===== src/rtl/shift_sub_divider.sv =====
// Restoring shift-subtract unsigned divider: DW-bit dividend by VW-bit divisor,
// one quotient bit per clock, start/busy/done handshake, divide-by-zero flag.
module shift_sub_divider #(
  parameter int DW = 16,
  parameter int VW = 8
) (
  input  logic          clk_10kHz,
  input  logic          clr,
  input  logic          start,
  input  logic [DW-1:0] dividend,
  input  logic [VW-1:0] divisor,
  output logic [DW-1:0] quotient,
  output logic [VW-1:0] remainder,
  output logic          busy,
  output logic          done,
  output logic          div_zero
);

  localparam int CW = $clog2(DW + 1);
  localparam logic [CW-1:0] CNT_LAST = CW'(DW - 1);
  localparam logic [CW-1:0] CNT_ONE  = CW'(1);

  typedef enum logic [0:0] {
    IDLE = 1'b0,
    CALC = 1'b1
  } state_t;

  state_t        state_r;
  logic [DW-1:0] d_r;
  logic [VW-1:0] v_r;
  logic [VW:0]   r_r;
  logic [CW-1:0] cnt_r;

  logic [VW:0]   t_s;
  logic [VW:0]   r_next_s;
  logic          ge_s;
  logic [DW-1:0] d_next_s;

  // One restoring step: shift the next dividend bit into R, subtract V when it fits
  always_comb begin
    t_s      = (r_r << 1) | (VW + 1)'(d_r[DW-1]);
    ge_s     = 1'b0;
    r_next_s = t_s;
    if (t_s >= {1'b0, v_r}) begin
      ge_s     = 1'b1;
      r_next_s = t_s - {1'b0, v_r};
    end else begin
      ge_s     = 1'b0;
      r_next_s = t_s;
    end
    d_next_s = {d_r[DW-2:0], ge_s};
  end

  // Sequencer: accept operands, iterate DW times, publish registered results
  always_ff @(posedge clk_10kHz or posedge clr) begin
    if (clr) begin
      state_r   <= IDLE;
      d_r       <= {DW{1'b0}};
      v_r       <= {VW{1'b0}};
      r_r       <= {(VW + 1){1'b0}};
      cnt_r     <= {CW{1'b0}};
      quotient  <= {DW{1'b0}};
      remainder <= {VW{1'b0}};
      busy      <= 1'b0;
      done      <= 1'b0;
      div_zero  <= 1'b0;
    end else begin
      case (state_r)
        IDLE: begin
          if (start) begin
            if (divisor != {VW{1'b0}}) begin
              d_r      <= dividend;
              v_r      <= divisor;
              r_r      <= {(VW + 1){1'b0}};
              cnt_r    <= {CW{1'b0}};
              busy     <= 1'b1;
              done     <= 1'b0;
              div_zero <= 1'b0;
              state_r  <= CALC;
            end else begin
              // Divide by zero answers immediately with all-ones quotient
              quotient  <= {DW{1'b1}};
              remainder <= {VW{1'b0}};
              done      <= 1'b1;
              div_zero  <= 1'b1;
              state_r   <= IDLE;
            end
          end else begin
            done <= 1'b0;
          end
        end
        CALC: begin
          d_r   <= d_next_s;
          r_r   <= r_next_s;
          cnt_r <= cnt_r + CNT_ONE;
          if (cnt_r == CNT_LAST) begin
            quotient  <= d_next_s;
            remainder <= r_next_s[VW-1:0];
            done      <= 1'b1;
            busy      <= 1'b0;
            state_r   <= IDLE;
          end else begin
            done <= 1'b0;
          end
        end
        default: begin
          state_r <= IDLE;
          busy    <= 1'b0;
          done    <= 1'b0;
        end
      endcase
    end
  end

endmodule


===== config.mk =====
export PLATFORM = sky130hd
export DESIGN_NAME = shift_sub_divider
export DESIGN_NICKNAME = d
export VERILOG_FILES = /design/src/rtl/shift_sub_divider.sv
export SDC_FILE = /design/constraint.sdc
export NUM_CORES = 1
export LEC_CHECK = 0
export CAP_MARGIN = 20
export CORE_MARGIN = 2
export CORE_UTILIZATION = 45
export CTS_BUF_LIST = sky130_fd_sc_hd__clkbuf_2
export DETAILED_ROUTE_END_ITERATION = 7
export GPL_TIMING_DRIVEN = 0
export MAX_ROUTING_LAYER = met4
export PLACE_DENSITY = 0.69
export SYNTH_ARGS = -nofsm -noshare
export SYNTH_HDL_FRONTEND = slang
export SYNTH_SLANG_ARGS = --single-unit
export TNS_END_PERCENT = 10

===== constraint.sdc =====
create_clock -name clk_10kHz -period 2.95 [get_ports clk_10kHz]
set_clock_uncertainty 0.15 [all_clocks]
set_input_delay 0.295 -clock clk_10kHz [delete_from_list [all_inputs] [get_ports clk_10kHz]]
set_output_delay 0.295 -clock clk_10kHz [all_outputs]
set_load 0.03 [all_outputs]

==> metrics.md <==
| Metric | Value |
|---|---|
| Synth unique cells | 58 |
| Post-Syn Area | 0.00330 mm^2 |
| DR iter-0 viols | 201 |
| Area leader, netlist | dfrtp_1 |
| Slowest CP cell | dfrtp_1 |
| Placed cell area | 0.00397 mm^2 |
| Post-Synth XOR/XNOR Area | 0.531% |
| Pwr per Cell Area | 1210 mW/mm^2 |
| Reg power frac | 32.0% |
| Clock power share | 11.4% |
| Area share of fa/ha/maj cells after synthesis | 4.40% |
| P&R area growth vs syn | 24.2% |
| Die width | 89.6 um |
| Routed Antenna Nets | 0 |
| Sink Count | 65 |
| Vias in the first global route | 2738 |
| Residual DRC count | 0 |
| Largest family of logic cells by synthesized area | compound AO/OA/AOI/OAI gates |
| Leading register cell type out of synthesis | dfrtp_1 |
| Period minus WS final | 2490 ps |
| Hold Crit Class | input port to async pin |
| Combinational Power Share | 56.6% |
| Syn_nets | 387 |
| Largest net degree at the start of global routing | 35 |
| Longest Clk Path Bufs | 2 |
| CP Cell Sequence | ha_1, and3_1, ha_1, and2_1, nor2_2, inv_6, buf_6, nor2_1, a21oi_1 |
| Ant. Diodes | 0 |
| Fillcell total | 661 |
| Htree depth | 3 |
| Std-Cell Rows | 31 |
| Fin area | 0.00410 mm^2 |
| Vias per cell | 5.52 |
| Reg2reg start | cnt_r[0]$_DFFE_PP0P_ |
| DR vias | 2859 |
| Post-synthesis mux area share | 0.341% |
| RePlAce Congestion | 0.851 |
| Worst-path fanout max | 10 |
| Worst skew pair latency | 530 ps |
| Leak Pwr | 1.75 nW |
| Initial Utilization | 46.0% |
| Slew Viols, Final | 0 |
| Die Footprint | 0.00803 mm^2 |
| CTS Hold Bufs | 0 |
| Post-synthesis compound-gate area fraction | 20.4% |
| Setup violators final | 0 |
| Crit Reg-Reg Endpoint | quotient[3]$_DFFE_PP0P_ |
| Post-Syn Instances | 349 |
| Sw frac | 46.2% |
| TritonCTS clock tree | done |
| Pre-antenna DRT Iters | 4 |
| Unrepaired setup endpoints after global routing | no |
| Post-synth EDFFs | 0 |
| Internal power | 2.68 mW |
| IO Port Bufs | 53 |
| CTS Buf Count | 9 |
| Per-cell routed wire length | 15.9 um |
| Routed met1 length | 3840 um |
| Yosys top cell area share | 49.3% |
| Largest cells by area after synthesis | dfrtp_1 (49%), nand2_1 (6.4%), nor2_1 (4.9%) |
| Max IR drop VDD | 721 uV |
| Final worst path period share | 84.4% |
| Net Sw Power | 2.30 mW |
| Post-cts gate resize count | 0 |
| Maximum clock rate | 402 MHz |
| CP Buf/Inv Count | 2 |
| Die height | 89.6 um |
| Worst path arrival time | 2760 ps |
| Worst EP required | 3220 ps |
| Slew @ Worst Pin | 740 ps |
| Max Used Layer | met4 |
| #FFs+latches synth | 65 |
| Worst setup EP type | flip-flop |
| Tot Pwr | 4.97 mW |
| DP HPWL | 6090 um |
| GRT overflow | 0 |
| R2R cell count | 9 |
| Routed WL | 8230 um |
| Setup CP Type | flip-flop to flip-flop |
| DR WL met3 | 397 um |
| Worst path max stage delay | 450 ps |
| Fin. Hold Viols | 0 |
| Register area share after synthesis | 49.3% |
| CP top delay family | simple AND/OR/NAND/NOR gates |
| Synth Area in Simple Gates | 19.7% |
| Post-synth ARST share | 100% |
| Max cap viols | 0 |
| Share of layout cells above drive strength 1 | 11.2% |
| First-pass GRT wire length | 13300 um |
| Core area | 0.00718 mm^2 |
| Status | finished clean |
| GRT Total Usage | 22.8% |
| Setup Buffers After CTS | 0 |
| Top-count cell post-synth | dfrtp_1 |
| Clock Tree Root | clkbuf_2 |
| Clk slew on worst S/H paths | 230 ps |
| Worst R2R Setup Slack | 460 ps |
| I/O pins | 54 |
| Yosys warns | 0 |
| Relative slew slack | 50.6% |
| Startpoint types | flip-flop |
| Most frequent cells after synthesis | dfrtp_1 (65), nand2_1 (56), nor2_1 (43) |
| Initial antenna violation count | 0 |
| Synth Area per Inst | 9.45 um^2 |
| Nets | 452 |
| Routed wl met2 | 3870 um |
| Most used cell, CP | ha_1 |
## worst max-delay path by stage
stage	startpoint	to	slack, ps	depth (start not counted)
final	cnt_r[0]$_DFFE_PP0P_	quotient[3]$_DFFE_PP0P_	460	9
after global routing	d_r[15]$_DFFE_PP0P_	r_r[6]$_DFFE_PP0P_	320	8
after CTS	cnt_r[0]$_DFFE_PP0P_	quotient[7]$_DFFE_PP0P_	460	9
after detailed placement	cnt_r[0]$_DFFE_PP0P_	quotient[13]$_DFFE_PP0P_	470	9
after global placement	clr	r_r[7]$_DFFE_PP0P_	-280	2
after floorplan	r_r[5]$_DFFE_PP0P_	remainder[1]$_DFFE_PP0P_	790	8
## layout by cell type (no fill, tap or decap), types with 2 or more instances in the layout
cell,count
dfrtp_1,65
nand2_1,56
clkdlybuf4s50_1,53
nor2_1,43
o21ai_0,19
a31oi_1,17
a21oi_1,16
inv_1,14
ha_1,10
clkbuf_2,9
and3_1,7
clkbuf_1,6
a21oi_2,6
nand3_1,6
o31ai_1,6
nand2b_1,5
buf_6,5
nand4_1,5
clkinvlp_4,4
and2_1,3
inv_6,3
buf_2,3
a21o_1,3
a32o_1,3
nor3_1,3
a2bb2oi_1,3
nor2b_1,3
o211ai_1,3
or4_4,2
buf_4,2
inv_2,2
o21ai_1,2
o32ai_1,2
## flip-flops by register name (all words and copies together) (netlist names)
signal     flops
v_r            8
r_r            8
cnt_r          5
done           1
div_zero       1
remainder      8
quotient      16
busy           1
state_r        1
d_r           16
## per-layer routing
layer	up-vias	global-route usage (%)
li1	1378	-
met1	1393	31.0
met2	76	35.2
met3	12	3.02
met4	0	8.41
met5	-	-
## logic make-up after synthesis
kind of cell	count (synthesis)
XOR/XNOR	2
buffers and inverters	33
AO/OA/AOI/OAI	97
AND/OR/NAND/NOR	140
adder cells (fa/ha/maj)	11
multiplexers	1
flip-flops	65
## per-stage QoR
step / hold WS, ps / setup WS [ps] / utilization (%) / instances / setup TNS [ps]
after floorplan: 262 / 790 / - / 349 / 0
after global placement: 313 / -279 / 55.1 / 501 / -17870
after detailed placement: 315 / 474 / 55.4 / 502 / 0
after CTS: 44.9 / 458 / 57.1 / 518 / 0
after global routing: 64.1 / 317 / 57.1 / 518 / 0
final: 25.5 / 460 / 57.1 / 518 / 0
## power by group through the flow
stage / Sequential, mW / Clock, mW / Combinational, mW
after floorplan: 1.87 / 0 / 1.68
after global placement: 1.60 / 0 / 2.74
after detailed placement: 1.61 / 0 / 2.80
after CTS: 1.59 / 0.576 / 2.81
after global routing: 1.64 / 0.622 / 3.11
final: 1.59 / 0.568 / 2.81
## final cells by class
| cell class | instances | area (um^2) | share of cell area, % |
|---|---|---|---|
| sequential | 65 | 1630 | 39.7 |
| multi-input combinational | 251 | 1490 | 36.5 |
| timing repair buffer | 54 | 551 | 13.4 |
| tap | 99 | 124 | 3.02 |
| buffer | 16 | 109 | 2.66 |
| clock inverter | 7 | 77.6 | 1.89 |
| inverter | 17 | 68.8 | 1.68 |
| clock buffer | 9 | 45.0 | 1.10 |
## worst reg2reg max path, delay by kind of cell, from the launching register on
| family | cells | cell delay (ps) |
|---|---|---|
| AOI/OAI and AO/OA | 1 | 50 |
| adders and majority gates | 2 | 500 |
| buffers and inverters | 2 | 240 |
| DFF | 1 | 450 |
| and+or+nand+nor | 4 | 1000 |
Note: power is estimated with default switching activity, not from simulation.
